==> config.mk <==
export PLATFORM = sky130hd
export DESIGN_NAME = br_credit_receiver_fifo
export DESIGN_NICKNAME = d
export VERILOG_FILES = /design/src/rtl/br_credit_receiver_fifo.sv
export SDC_FILE = /design/constraint.sdc
export NUM_CORES = 1
export LEC_CHECK = 0
export CAP_MARGIN = 0
export CORE_ASPECT_RATIO = 0.75
export CORE_UTILIZATION = 35
export CTS_CLUSTER_SIZE = 25
export DETAILED_ROUTE_END_ITERATION = 6
export SLEW_MARGIN = 20
export SYNTH_ARGS = -nofsm -noshare
export SYNTH_HDL_FRONTEND = slang
export SYNTH_SLANG_ARGS = --single-unit
==> constraint.sdc <==
create_clock -name clk -period 5.7 [get_ports clk]
set_input_delay 0.57 -clock clk [delete_from_list [all_inputs] [get_ports clk]]
set_output_delay 0.57 -clock clk [all_outputs]
set_load 0.01 [all_outputs]
==> src/rtl/br_credit_receiver_fifo.sv <==
// -----------------------------------------------------------------------------
// br_credit_receiver_fifo
//
// Receiver side of a credit-based link. Incoming beats are written into a
// MaxCredit-deep FIFO without backpressure and drained through a ready/valid
// interface. Each popped entry becomes a credit that is handed back to the
// sender, at most PushCreditMaxChange per cycle, minus any credits that are
// held back by credit_withhold.
//
// Ports
//   clk                    : clock, all state on the rising edge
//   rst_n                  : asynchronous active-low reset
//   push_sender_in_reset   : sender is in reset; flush FIFO, reload counter
//   push_receiver_in_reset : this receiver is in reset (released one edge
//                            after rst_n rises)
//   push_credit_stall      : suppress credit return this cycle
//   push_credit            : credits returned to the sender this cycle
//   push_valid / push_data : credited data beat (always accepted)
//   pop_ready / pop_valid / pop_data : ready/valid drain of the FIFO
//   credit_initial         : value the credit counter restarts from
//   credit_withhold        : credits kept back from return
//   credit_count           : current credit counter
//   credit_available       : credits currently eligible for return
// -----------------------------------------------------------------------------
module br_credit_receiver_fifo #(
    parameter int Width               = 8,
    parameter int MaxCredit           = 4,
    parameter int PushCreditMaxChange = 1,
    localparam int CounterWidth       = $clog2(MaxCredit + 1),
    localparam int PushCreditWidth    = $clog2(PushCreditMaxChange + 1)
) (
    input  logic                       clk,
    input  logic                       rst_n,
    input  logic                       push_sender_in_reset,
    output logic                       push_receiver_in_reset,
    input  logic                       push_credit_stall,
    output logic [PushCreditWidth-1:0] push_credit,
    input  logic                       push_valid,
    input  logic [Width-1:0]           push_data,
    input  logic                       pop_ready,
    output logic                       pop_valid,
    output logic [Width-1:0]           pop_data,
    input  logic [CounterWidth-1:0]    credit_initial,
    input  logic [CounterWidth-1:0]    credit_withhold,
    output logic [CounterWidth-1:0]    credit_count,
    output logic [CounterWidth-1:0]    credit_available
);

    localparam int PtrWidth = (MaxCredit > 1) ? $clog2(MaxCredit) : 1;
    localparam logic [PtrWidth-1:0]     LastPtr   = PtrWidth'(MaxCredit - 1);
    localparam logic [CounterWidth-1:0] CreditCap = CounterWidth'(PushCreditMaxChange);
    localparam logic [CounterWidth-1:0] FullOcc   = CounterWidth'(MaxCredit);

    logic                    in_reset_reg;
    logic [CounterWidth-1:0] count_reg, count_next;
    logic [CounterWidth-1:0] occ_reg, occ_next;
    logic [PtrWidth-1:0]     wr_ptr_reg, wr_ptr_next;
    logic [PtrWidth-1:0]     rd_ptr_reg, rd_ptr_next;
    logic [Width-1:0]        mem [MaxCredit];

    logic                    hold;
    logic                    push;
    logic                    pop;
    logic [CounterWidth-1:0] credit_return;

    // Set asynchronously, released on the first edge after rst_n rises.
    always_ff @(posedge clk or negedge rst_n) begin
        if (!rst_n) begin
            in_reset_reg <= 1'b1;
        end else begin
            in_reset_reg <= 1'b0;
        end
    end

    assign push_receiver_in_reset = in_reset_reg;

    // Either side being in reset pins the counter to its initial value and
    // keeps the FIFO empty.
    assign hold = in_reset_reg | push_sender_in_reset;

    // The counter register cannot be asynchronously loaded from an input, so
    // the reload value is presented combinationally while in reset and the
    // register itself picks it up on the following edge.
    assign credit_count = hold ? credit_initial : count_reg;

    assign credit_available = (credit_count > credit_withhold) ?
                              (credit_count - credit_withhold) : '0;

    assign credit_return = (credit_available > CreditCap) ? CreditCap : credit_available;

    assign push_credit = (push_credit_stall || hold) ? '0
                                                     : PushCreditWidth'(credit_return);

    assign pop_valid = (occ_reg != '0);
    assign pop_data  = mem[rd_ptr_reg];
    assign pop       = pop_valid & pop_ready;
    assign push      = push_valid & ~hold;

    always_comb begin
        wr_ptr_next = wr_ptr_reg;
        rd_ptr_next = rd_ptr_reg;
        occ_next    = occ_reg;
        count_next  = count_reg;
        if (hold) begin
            wr_ptr_next = '0;
            rd_ptr_next = '0;
            occ_next    = '0;
            count_next  = credit_initial;
        end else begin
            // Explicit wrap so non-power-of-two depths stay in range.
            if (push) begin
                wr_ptr_next = (wr_ptr_reg == LastPtr) ? '0 : wr_ptr_reg + 1'b1;
            end
            if (pop) begin
                rd_ptr_next = (rd_ptr_reg == LastPtr) ? '0 : rd_ptr_reg + 1'b1;
            end
            occ_next   = occ_reg + CounterWidth'(push) - CounterWidth'(pop);
            count_next = count_reg + CounterWidth'(pop) - CounterWidth'(push_credit);
        end
    end

    always_ff @(posedge clk or negedge rst_n) begin
        if (!rst_n) begin
            wr_ptr_reg <= '0;
            rd_ptr_reg <= '0;
            occ_reg    <= '0;
            count_reg  <= '0;
        end else begin
            wr_ptr_reg <= wr_ptr_next;
            rd_ptr_reg <= rd_ptr_next;
            occ_reg    <= occ_next;
            count_reg  <= count_next;
        end
    end

    // Storage carries no reset; validity is tracked by occ_reg alone.
    always_ff @(posedge clk) begin
        if (push) begin
            mem[wr_ptr_reg] <= push_data;
        end
    end

    // Protocol guarantees: a credited sender never overruns the buffer and the
    // counter never exceeds its ceiling.
    push_when_full_a : assert property (@(posedge clk) disable iff (!rst_n)
        !(push && (occ_reg == FullOcc)));

    count_ceiling_a : assert property (@(posedge clk) disable iff (!rst_n)
        count_reg <= FullOcc);

endmodule

== Word level (Yosys, flattened, before mapping) ==
Memory sizes are Yosys's and may differ from the RTL's.
Cells that the tools add are included.

* ROM bits: 0
* Bits in latches: 0
* Memories kept: 1
* Memory bits (writable): 32
* Input port bits: 20
* Flip-flop bits (word level): 11
* Word-level logic and storage cells: 39
* Output and inout port bits: 17

* Magnitude comparators: 2
* Reductions and logical operators: 4
* Equality and inequality tests: 2
* Multipliers: 0
* Add/subtract/negate cells: 7
* Div/mod/pow operators: 0
* Shifts and indexed selects: 0
* Muxes and demuxes: 14
* Bitwise operators: 4

{| class="wikitable"
|+ Memory list
! name !! depth !! width !! rd ports !! clocked after Yosys merged registers in !! wr ports !! line !! source
|-
| mem || 4 || 8 || 1 || 0 || 1 || 59 || <nowiki>logic [Width-1:0] mem [MaxCredit];</nowiki>
|}

{| class="wikitable"
|+ Operator list
! cell !! number
|-
| two-way mux 2 bit || 6
|-
| two-way mux 3 bit || 4
|-
| adder 3 x 1 -> 3 bit || 2
|-
| subtractor 3 x 1 -> 3 bit || 2
|-
| adder 2 x 1 -> 2 bit, second input constant || 2
|-
| == test 2 bit, second input constant || 2
|-
| two-way mux 1 bit || 4
|-
| nonzero test 2 bit || 2
|-
| greater-than comparator 3 x 1 -> 1 bit, second input constant || 1
|-
| greater-than comparator 3 bit || 1
|-
| nonzero test 3 bit || 1
|-
| subtractor 3 bit || 1
|-
| bitwise AND 1 bit || 2
|-
| logical OR 1 bit || 1
|-
| NOT 1 bit || 1
|-
| OR 1 bit || 1
|}

== Logic depth before layout (Yosys ltp) ==
Gate-level depths: netlist of the first run.

* Depth after elaboration: 9
* Depth in mapped cells: 16
* Mapped depth without buffers: 15

== Worst setup path before layout of the first run ==
No wires, ideal clock.

* Kind: input to register
* From: in push_sender_in_reset
* To: reg count_reg[2]
* Buffers on the path: 1
* Stages: 16
* Arrival time: 3366 ps
* Data required time: 5572 ps
* Setup slack: 2206 ps
* Path through: or2_1 buf_2 nand2_1 and2_1 ha_1 fa_1 xor2_1 and3_1 nor4_2 ha_1 inv_1 ha_1 fa_1 xnor2_1 xnor2_1 o21ai_0

* Word-level cells in the longest chain between the ends: 9
* Elaborated cells on any way between the ends: 11
* Those cells by class: add/sub: 2; order compare: 2; mux: 5; bitwise: 1; reduce/logical: 1

{| class="wikitable"
|+ RTL lines
! what !! line !! source
|-
| from (decl) || 34 || <nowiki>input logic push_sender_in_reset,</nowiki>
|-
| OR 1 bit * || 79 || <nowiki>assign hold = in_reset_reg | push_sender_in_reset;</nowiki>
|-
| two-way mux 3 bit || 84 || <nowiki>assign credit_count = hold ? credit_initial : count_reg;</nowiki>
|-
| subtractor 3 bit or greater-than comparator 3 bit (tied branches) || 87, 86 ||
|-
| two-way mux 3 bit || 86 || <nowiki>assign credit_available = (credit_count > credit_withhold) ?</nowiki>
|-
| greater-than comparator 3 x 1 -> 1 bit || 89 || <nowiki>assign credit_return = (credit_available > CreditCap) ? CreditCap : credit_available;</nowiki>
|-
| two-way mux 1 bit || 89 ||
|-
| two-way mux 1 bit * || 91 || <nowiki>assign push_credit = (push_credit_stall || hold) ? '0</nowiki>
|-
| net push_credit || 37 || <nowiki>output logic [PushCreditWidth-1:0] push_credit,</nowiki>
|-
| subtractor 3 x 1 -> 3 bit * || 118 || <nowiki>count_next = count_reg + CounterWidth'(pop) - CounterWidth'(push_credit);</nowiki>
|-
| two-way mux 3 bit * || 104 || <nowiki>if (hold) begin</nowiki>
|-
| net count_next[2] || 55 || <nowiki>logic [CounterWidth-1:0] count_reg, count_next;</nowiki>
|-
| to (signal assigned) || 132 || <nowiki>count_reg <= count_next;</nowiki>
|-
| to (decl) || 55 ||
|}

Mark *: on every way through the listed nets, which the timed path passes. The rest lies on a longest branch.
A chain may end at the register's enable or synchronous reset.

== Worst setup path after layout of the first run ==
* From: in push_sender_in_reset
* To: out push_credit

* Word-level cells in the longest chain between the ends: 7
* Elaborated cells on any way between the ends: 9
* Those cells by class: add/sub: 1; order compare: 2; mux: 4; bitwise: 1; reduce/logical: 1

{| class="wikitable"
|+ RTL lines
! what !! line
|-
| OR 1 bit * || 79
|-
| two-way mux 3 bit || 84
|-
| subtractor 3 bit or greater-than comparator 3 bit (tied branches) || 87, 86
|-
| two-way mux 3 bit || 86
|-
| greater-than comparator 3 x 1 -> 1 bit || 89
|-
| two-way mux 1 bit || 89
|-
| two-way mux 1 bit * || 91
|-
| to (decl) || 37
|}

Mark *: on every way between the ends. The rest lies on a longest branch, timed or not.

==> reports/metrics.cfg, run 1 <==
[power_and_ir_drop]
power_density_nw_per_um2 = 249.0
p_leak_uw = 0.0009665
power.ir.vdd_worst_uv = 147.3

[route]
detail_route.wl_per_cell_um = 14.48
drt.antenna.violating_nets = 0
avgViaCountPerCell = 4.588
drtIter0Drc = 31
wirelength_mm = 3.621
drt_pre_antenna_iters = 4
dr_total_vias = 1147
drc = 0

[synth]
syn-instance-count = 134
ys.warnings.count = 0
yosysSeqAreaShare_pct = 61.70
flops_latches_synth = 43
synth_cell_type_count = 29
syn-mean-instance-area_um2 = 14.97
synthesis.nets = 169
syn_area_um2 = 2006

[clock_tree]
clock_tree.buffer_depth = 2
cts_max_level = 2
clock_pin_transition_on_the_worst_setup_and_hold_timing_paths_ns = 0.08
worst_skew_pair.late_latency_ns = 0.30
cts.repair_timing.setup_buffer_count = 0
quantity_of_hold_fixing_buffers_added_after_cts = 0
cts_tree = yes
clkSinkCount = 43
cts_repair_resize_count = 0
clock-root-buffer = clkbuf_8
tritoncts_buffer_count = 5

[sta]
rsz0062_at_grt = false
setup-violations-final = 0
layout_worst_path_cycle_share_pct = 70.74
worstMarginPinSlew_ns = 0.6356
max_freq_ghz = 0.2480
timing.max_slew.rel_slack_pct = 57.63
fin_crit_ns = 4.032
timing.final.hold_violations = 0
maxSlewViolCount = 0
final.setup.tns_ns = 0
clock-skew-final_ns = 0.002985

[floorplan]
initial_core_util_pct = 36.88
die_width_um = 89.41
io_pins = 37
dieArea_um2 = 6041
design.core.area_um2 = 5439
die_y_um = 67.56
std_cell_rows = 23

[final_layout]
largest_register_ff_count = 32
final_layout_size_suffix_gt1_share_pct = 12.57
regArea_um2 = 1237
antennaDiodeCount = 0
final_cell_count_no_fill = 250
multi_input_comb_area_um2 = 705.7
area_growth_syn_to_layout_pct = 26.57
nNetsFinal = 209
fillCellCount = 465
most_common_cell_after_layout_fill_and_taps_aside = clkdlybuf4s50_1
most_frequent_cells_in_the_layout = 36 x clkdlybuf4s50_1, 32 x edfxtp_1, 16 x nand2_1

[placement]
place_congestion = 0.7583
placement.io_buffers = 36
place_hpwl_mm = 2.705
post-place-cells = 242

[global_routing]
global_route.usage.total_pct = 13.97
globalRoute.totalOverflow = 0
number_of_global_route_vias_before_repair = 1194
grt_antenna_before_repair = 0
pin_count_of_the_biggest_net_entering_global_routing = 16
global_route_wire_length_before_repair_mm = 5.920

[worst_setup_path]
worstPathRequired_ns = 5.13
cp_max_fo = 9
end_kind = primary output
path_class = input pin to primary output
cp.arrival_ns = 3.46
critPathLaunchType = input pin

[job]
maxCapViolCount = 0

[min_path]
hold_path.class = flop to flop

[status]
result_of_the_run = finished, final reports clean

==> where the power goes <==
part,internal (uW),switching (uW),total [uW],leakage (uW)
Combinational,49.1,40.8,89.9,0.000493
Sequential,343,5.19,349,0.000432
Clock,87.5,106,194,0.0000408
==> worst max-delay path: stages <==
cell and delay, ns:
clkdlybuf4s50_1 0.49, or2_1 0.35, nand2_1 0.15, and2_1 0.16, ha_1 0.20, fa_1 0.37, xor2_1 0.16, and3_1 0.19
nor4_2 0.21, clkdlybuf4s50_1 0.61
==> stage by stage <==
| step | setup slack (ns) | power [uW] | hold slack [ns] | area [um2] | utilization, % |
|---|---|---|---|---|---|
| final | 1.668 | 632.1 | 0.5947 | 2539 | 46.68 |
| after global placement | 1.651 | 441.6 | 0.5665 | 2446 | 44.97 |
| after floorplan | 2.206 | 400.1 | 0.2744 | 2006 | - |
| after CTS | 1.667 | 639.5 | 0.5976 | 2539 | 46.68 |
| after detailed placement | 1.493 | 445.8 | 0.5796 | 2446 | 44.97 |
| after global routing | 1.495 | 662.0 | 0.6285 | 2539 | 46.68 |
==> synth_stat cells (all sizes together) <==
cell type | number | area (um2)
a21oi | 3 | 18.77
a32o | 1 | 10.01
and2 | 4 | 25.02
and3 | 5 | 31.28
buf | 3 | 17.52
clkbuf | 1 | 3.750
conb | 1 | 3.750
dfrtp | 10 | 250.2
dfstp | 1 | 26.28
edfxtp | 32 | 960.9
fa | 3 | 60.06
ha | 12 | 150.1
inv | 11 | 41.29
mux2i | 2 | 20.02
mux4 | 8 | 180.2
nand2 | 16 | 60.06
nand3 | 1 | 5.000
nand3b | 1 | 7.510
nor2 | 7 | 26.28
nor4 | 1 | 12.51
o21ai | 2 | 10.01
o31ai | 1 | 21.27
or2 | 1 | 6.260
or3 | 2 | 13.77
xnor2 | 4 | 35.03
xor2 | 1 | 8.760
==> final cells by class <==
cell class	instances	area share [%]
multi-input combinational	76	27.80
inverter	11	1.626
clock inverter	3	0.9364
sequential	43	48.74
clock buffer	5	2.711
timing repair buffer	37	14.49
tap	75	3.696
==> routing by layer <==
layer	GRT usage [%]	share of wire (%)	vias to the layer above
met4	4.762	1.6	0
met1	16.52	44	560
met3	6.235	5.4	7
met5	0	0	-
met2	22.81	49	22
li1	-	-	558
==> path summary, 6_finish.rpt <==
path / startpoint / to / slack (ns) / cells after the start
max: push_sender_in_reset / push_credit / 1.67 / 10
min: count_reg[2] / count_reg[2] / 0.59 / 2
max reg2reg: push_receiver_in_reset / count_reg[2] / 2.04 / 15
min reg2reg: count_reg[2] / count_reg[2] / 0.59 / 2
max in group asynchronous: rst_n / push_receiver_in_reset / 4.73 / 1
min in group asynchronous: rst_n / occ_reg[0] / 0.61 / 1
==> cell families (layout without fill, tap and decap cells) <==
group,Yosys count,after routing,share of synthesized area [%]
AOI/OAI and AO/OA,7,7,2.995
DFF,43,43,61.70
adders and majority gates,15,15,10.48
other,1,1,0.1870
muxes,10,10,9.981
and+or+nand+nor,38,38,9.358
xor gates and xnor gates,5,5,2.183
buffers and inverters,15,56,3.119
Power figures use the tool's default switching activity.
==> inputs of run 2 (changes only) <==
==> constraint.sdc (replaced) <==
create_clock -name clk -period 4.1 [get_ports clk]
set_input_delay 0.41 -clock clk [delete_from_list [all_inputs] [get_ports clk]]
set_output_delay 0.41 -clock clk [all_outputs]
set_load 0.01 [all_outputs]
==> run 2 against run 1 <==
Compared with the run above: global-route usage shrank 0.22 points; clock power grew 65%; power grew 48%; combinational power grew 40%; critical path depth grew 6; largest cell class unchanged; largest power group unchanged.
==> reports/metrics.cfg, run 2 (same netlist as run 1, synthesis figures left out) <==
[placement]
place_congestion = 0.7398  ; -2.4%
post-place-cells = 244  ; +0.83%
place_area_um2 = 2461  ; +0.61%
placement.io_buffers = 36  ; unchanged
place_hpwl_mm = 2.692  ; -0.49%

[clock_tree]
clock-root-buffer = clkbuf_8
worst_skew_pair.late_latency_ns = 0.29  ; about the same
clkSinkCount = 43  ; unchanged
cts_max_level = 2  ; unchanged
cts.repair_timing.setup_buffer_count = 0  ; unchanged
tritoncts_buffer_count = 5  ; unchanged
cts_repair_resize_count = 0  ; unchanged
clock_tree.buffer_depth = 2  ; unchanged
clock_pin_transition_on_the_worst_setup_and_hold_timing_paths_ns = 0.08  ; about the same
quantity_of_hold_fixing_buffers_added_after_cts = 0  ; unchanged
cts_tree = yes

[floorplan]
dieArea_um2 = 6041  ; unchanged
std_cell_rows = 23  ; unchanged
initial_core_util_pct = 36.88  ; unchanged
design.core.area_um2 = 5439  ; unchanged
io_pins = 37  ; unchanged
die_y_um = 67.56  ; unchanged
die_width_um = 89.41  ; unchanged

[worst_setup_path]
worstPathRequired_ns = 4.26  ; -0.87 ns
critical_path.most_common_cell = ha_1
crit_family = adder cells
critical_path.n_buffers_inverters = 2  ; unchanged
cp_max_fo = 6  ; -3
cp.arrival_ns = 3.80  ; +0.34 ns
crit_chain = clkdlybuf4s50_1, or2_1, nand2_1, and2_1, ha_1, fa_1, xor2_1, and3_1, nor4_2, ha_1, inv_1, ha_1, fa_1, xnor2_1, xnor2_1, o21ai_0
critPathLaunchType = input pin
timing.critical_path.slowest_cell_delay_ns = 0.47  ; -0.14 ns
end_kind = flop
path_class = input pin to flop
worst_path_slowest_cell = clkdlybuf4s50_1

[global_routing]
global_route.usage.total_pct = 13.75  ; -0.22 points
grt_busiest_layer = met2
globalRoute.totalOverflow = 0  ; unchanged
use_met3_pct = 5.012  ; -1.2 points
global_route.usage.met1_pct = 17.37  ; +0.85 points
grt_antenna_before_repair = 0  ; unchanged
number_of_global_route_vias_before_repair = 1177  ; -1.4%
grt_util_met2_pct = 21.95  ; -0.86 points
pin_count_of_the_biggest_net_entering_global_routing = 15  ; -1
global_route_wire_length_before_repair_mm = 5.768  ; -2.6%

[route]
avgViaCountPerCell = 4.619  ; +0.68%
dr_total_vias = 1164  ; +1.5%
drtIter0Drc = 47  ; +52%
drt_pre_antenna_iters = 4  ; unchanged
drt.antenna.violating_nets = 0  ; unchanged
wirelength_mm = 3.658  ; +1.0%
drc = 0  ; unchanged
detail_route.wl_per_cell_um = 14.52  ; +0.22%

[min_path]
hold_path.class = input pin to asynchronous set/reset pin

[status]
result_of_the_run = finished, final reports clean

[sta]
timing.final.hold_violations = 0  ; unchanged
final.setup.tns_ns = 0  ; unchanged
layout_worst_path_cycle_share_pct = 88.75
max_freq_ghz = 0.2748
clock-skew-final_ns = 0.005691  ; +0.002706 ns
fin_crit_ns = 3.639
rsz0062_at_grt = false
setup-violations-final = 0  ; unchanged
timing.max_slew.rel_slack_pct = 60.08  ; +2.5 points
worstMarginPinSlew_ns = 0.5988  ; -0.03675 ns
maxSlewViolCount = 0  ; unchanged

[power_and_ir_drop]
power_density_nw_per_um2 = 362.4  ; +46%
power.ir.vdd_worst_uv = 210.7  ; +43%
p_leak_uw = 0.0009934  ; +2.8%
total_power_uw = 932.6  ; +48%

[final_layout]
final_layout_size_suffix_gt1_share_pct = 13.56  ; +0.99 points
finalInstanceArea_um2 = 2574  ; +1.4%
largest_register_ff_count = 32  ; unchanged
most_frequent_cells_in_the_layout = 36 x clkdlybuf4s50_1, 32 x edfxtp_1, 16 x nand2_1
nNetsFinal = 211  ; +0.96%
antennaDiodeCount = 0  ; unchanged
area_growth_syn_to_layout_pct = 28.32
most_common_cell_after_layout_fill_and_taps_aside = clkdlybuf4s50_1
final_design_utilization_pct = 47.32  ; +0.64 points
final_cell_count_no_fill = 252  ; +0.80%

[job]
maxCapViolCount = 0  ; unchanged

run 2: cell count changes in the layout (fill, tap and decap cells not counted), sizes merged:
cell and change:
buf +2, clkinv +2, inv -1, bufinv +1
clkinvlp -2
run 2: area by class of cell:
class,instances,area (um2)
timing repair buffer,39,382.9
tap,75,93.84
inverter,11,41.29
sequential,43,1237
clock inverter,3,43.79
clock buffer,5,68.82
fill,477,2865
multi-input combinational,76,705.7
run 2: stage by stage:
stage / hold slack (ns) / setup slack [ns]
after floorplan: 0.1144 / 0.6143
after global placement: 0.5686 / 0.3227
after detailed placement: 0.5897 / 0.1518
after CTS: 0.4642 / 0.4695
after global routing: 0.4914 / 0.2956
final: 0.4548 / 0.4614
run 2: path summary, 6_finish.rpt:
| kind | from | slack [ns] | cells after the start | to |
|---|---|---|---|---|
| worst max-delay path | push_sender_in_reset | 0.46 | 16 | count_reg[2] |
| worst min-delay path | rst_n | 0.45 | 1 | occ_reg[0] |
| worst max register to register | push_receiver_in_reset | 0.50 | 15 | count_reg[2] |
| worst min register to register | count_reg[2] | 0.60 | 2 | count_reg[2] |
| max in group asynchronous | rst_n | 3.29 | 1 | push_receiver_in_reset |
| min in group clk | count_reg[2] | 0.60 | 2 | count_reg[2] |
run 2: power breakdown:
part	switching, uW	internal, uW	leakage [uW]
registers	7.51	478	0.000432
logic	57.0	69.4	0.000503
clock network	140	181	0.0000581
run 2: layer usage:
layer  wire, um  part of all wire [%]
met4         18                  0.49
met3        174                   4.8
met5          0                     0
met2       1865                    51
met1       1601                    44
==> inputs of run 3 (changes only) <==
--- a/config.mk
+++ b/config.mk
@@ -7,9 +7,10 @@
 export LEC_CHECK = 0
 export CAP_MARGIN = 0
 export CORE_ASPECT_RATIO = 0.75
-export CORE_UTILIZATION = 35
+export CORE_UTILIZATION = 51
 export CTS_CLUSTER_SIZE = 25
 export DETAILED_ROUTE_END_ITERATION = 6
+export PLACE_DENSITY = 0.78
 export SLEW_MARGIN = 20
 export SYNTH_ARGS = -nofsm -noshare
 export SYNTH_HDL_FRONTEND = slang
==> run 3 against run 2 <==
Compared with the run above: cell count down 9.5%; via count up 1.2%; final area down 2.5%; largest cell class unchanged; sequential power about the same; wire length down 6.9%; sequential share of layout area up 1.2 points.
==> reports/metrics.cfg, run 3 (same netlist as run 1, synthesis figures left out) <==
[global_routing]
global_route_wire_length_before_repair_mm = 5.699  ; -1.2%
grt_busiest_layer = met2
grt_util_met2_pct = 28.57  ; +6.6 points
pin_count_of_the_biggest_net_entering_global_routing = 14  ; -1
globalRoute.totalOverflow = 0  ; unchanged
use_met3_pct = 4.847  ; -0.16 points
number_of_global_route_vias_before_repair = 1212  ; +3.0%
grt_antenna_before_repair = 0  ; unchanged
global_route.usage.met1_pct = 27.10  ; +9.7 points
global_route.usage.total_pct = 19.15  ; +5.4 points

[final_layout]
most_common_cell_after_layout_fill_and_taps_aside = clkdlybuf4s50_1
antennaDiodeCount = 0  ; unchanged
largest_register_ff_count = 32  ; unchanged
most_frequent_cells_in_the_layout = 36 x clkdlybuf4s50_1, 32 x edfxtp_1, 16 x nand2_1
fillCellCount = 265  ; -44%
multi_input_comb_area_um2 = 705.7  ; unchanged
nNetsFinal = 210  ; -0.47%
regArea_um2 = 1237  ; unchanged
final_layout_size_suffix_gt1_share_pct = 12.50  ; -1.1 points
area_growth_syn_to_layout_pct = 25.14

[clock_tree]
cts_tree = yes
quantity_of_hold_fixing_buffers_added_after_cts = 0  ; unchanged
cts_max_level = 2  ; unchanged
clock_tree.buffer_depth = 2  ; unchanged
cts.repair_timing.setup_buffer_count = 0  ; unchanged
worst_skew_pair.late_latency_ns = 0.30  ; about the same
tritoncts_buffer_count = 5  ; unchanged
clkSinkCount = 43  ; unchanged
cts_repair_resize_count = 0  ; unchanged
clock_pin_transition_on_the_worst_setup_and_hold_timing_paths_ns = 0.08  ; about the same
clock-root-buffer = clkbuf_8

[floorplan]
die_width_um = 74.41  ; -17%
initial_core_util_pct = 54.08  ; +17 points
die_y_um = 56.31  ; -17%
dieArea_um2 = 4190  ; -31%
io_pins = 37  ; unchanged
design.core.area_um2 = 3709  ; -32%
std_cell_rows = 19  ; -17%

[power_and_ir_drop]
power_density_nw_per_um2 = 345.5  ; -4.7%
p_leak_uw = 0.0009713  ; -2.2%
power.ir.vdd_worst_uv = 206.6  ; -1.9%
total_power_uw = 867.1  ; -7.0%

[route]
drc = 0  ; unchanged
avgViaCountPerCell = 5.167  ; +12%
drtIter0Drc = 63  ; +34%
dr_total_vias = 1178  ; +1.2%
drt_pre_antenna_iters = 4  ; unchanged
drt.antenna.violating_nets = 0  ; unchanged
wirelength_mm = 3.407  ; -6.9%
detail_route.wl_per_cell_um = 14.94  ; +2.9%

[placement]
place_hpwl_mm = 2.549  ; -5.3%
place_congestion = 0.8046  ; +8.8%
placement.io_buffers = 36  ; unchanged

[worst_setup_path]
crit_family = adder cells
worstPathRequired_ns = 4.28  ; +0.02 ns
cp.arrival_ns = 3.75  ; -0.05 ns
critical_path.n_buffers_inverters = 2  ; unchanged
critical_path.most_common_cell = ha_1
critPathLaunchType = input pin
r2r.worst_path.cells = 15  ; unchanged
critical_path_stages = 16  ; unchanged
cp_max_fo = 5  ; -1
crit_chain = clkdlybuf4s50_1, or2_1, nand2_1, and2_1, ha_1, fa_1, xor2_1, and3_1, nor4_2, ha_1, inv_1, ha_1, fa_1, xnor2_1, xnor2_1, o21ai_0
worst_path_slowest_cell = clkdlybuf4s50_1
timing.critical_path.slowest_cell_delay_ns = 0.49  ; +0.02 ns
end_kind = flop
path_class = input pin to flop

[sta]
maxSlewViolCount = 0  ; unchanged
final.setup.tns_ns = 0  ; unchanged
rsz0062_at_grt = false
clock-skew-final_ns = 0.007296  ; +0.001605 ns
fin_crit_ns = 3.575  ; -0.06363 ns
max_freq_ghz = 0.2797  ; +1.8%
worstMarginPinSlew_ns = 0.5929  ; -0.005907 ns
timing.max_slew.rel_slack_pct = 60.47  ; +0.39 points
setup-violations-final = 0  ; unchanged
layout_worst_path_cycle_share_pct = 87.19  ; -1.6 points
timing.final.hold_violations = 0  ; unchanged

[status]
result_of_the_run = finished, final reports clean

[job]
maxCapViolCount = 0  ; unchanged

[min_path]
hold_path.class = input pin to asynchronous set/reset pin

[run 3: cell type report]
class | count | area share, %
inverters | 11 | 1.645
multi-input cells | 76 | 28.12
clock inverters | 2 | 0.4985
clock buffers | 6 | 2.891
flip-flops and latches | 43 | 49.30
repair buffers | 38 | 14.96
well taps | 52 | 2.592
[run 3: worst paths after layout]
check	from	end	slack [ns]
hold / removal	rst_n	count_reg[2]	0.46
max in group asynchronous	rst_n	push_receiver_in_reset	3.28
min in group clk	count_reg[2]	count_reg[2]	0.61
setup reg to reg	push_receiver_in_reset	count_reg[2]	0.59
hold reg to reg	count_reg[2]	count_reg[2]	0.61
setup / recovery	push_sender_in_reset	count_reg[2]	0.53
[run 3: power by group]
| group | switching, uW | total, uW | leakage [uW] | internal (uW) |
|---|---|---|---|---|
| Sequential | 7.27 | 485 | 0.000432 | 478 |
| Clock | 138 | 257 | 0.0000412 | 119 |
| Combinational | 56.3 | 125 | 0.000498 | 68.8 |
| Total | 202 | 867 | 0.000971 | 665 |
[run 3: metrics by stage]
step | setup slack, ns | cell area, um2 | util, % | hold WS, ns | std cells
2_1_floorplan | 0.6143 | 2006 | - | 0.1144 | 134
3_3_place_gp | 0.3930 | 2425 | 65.38 | 0.5623 | 220
3_5_place_dp | 0.1950 | 2425 | 65.38 | 0.6008 | 220
4_1_cts | 0.4991 | 2510 | 67.68 | 0.4700 | 228
5_1_grt | 0.3554 | 2510 | 67.68 | 0.4947 | 228
6_report | 0.5250 | 2510 | 67.68 | 0.4574 | 228
[run 3: per-layer routing]
metal  share of wire (%)  up-vias
li1                    -      556
met1                  44      590
met2                  51       27
met3                 4.0        5
met4                 1.4        0
met5                   0        -
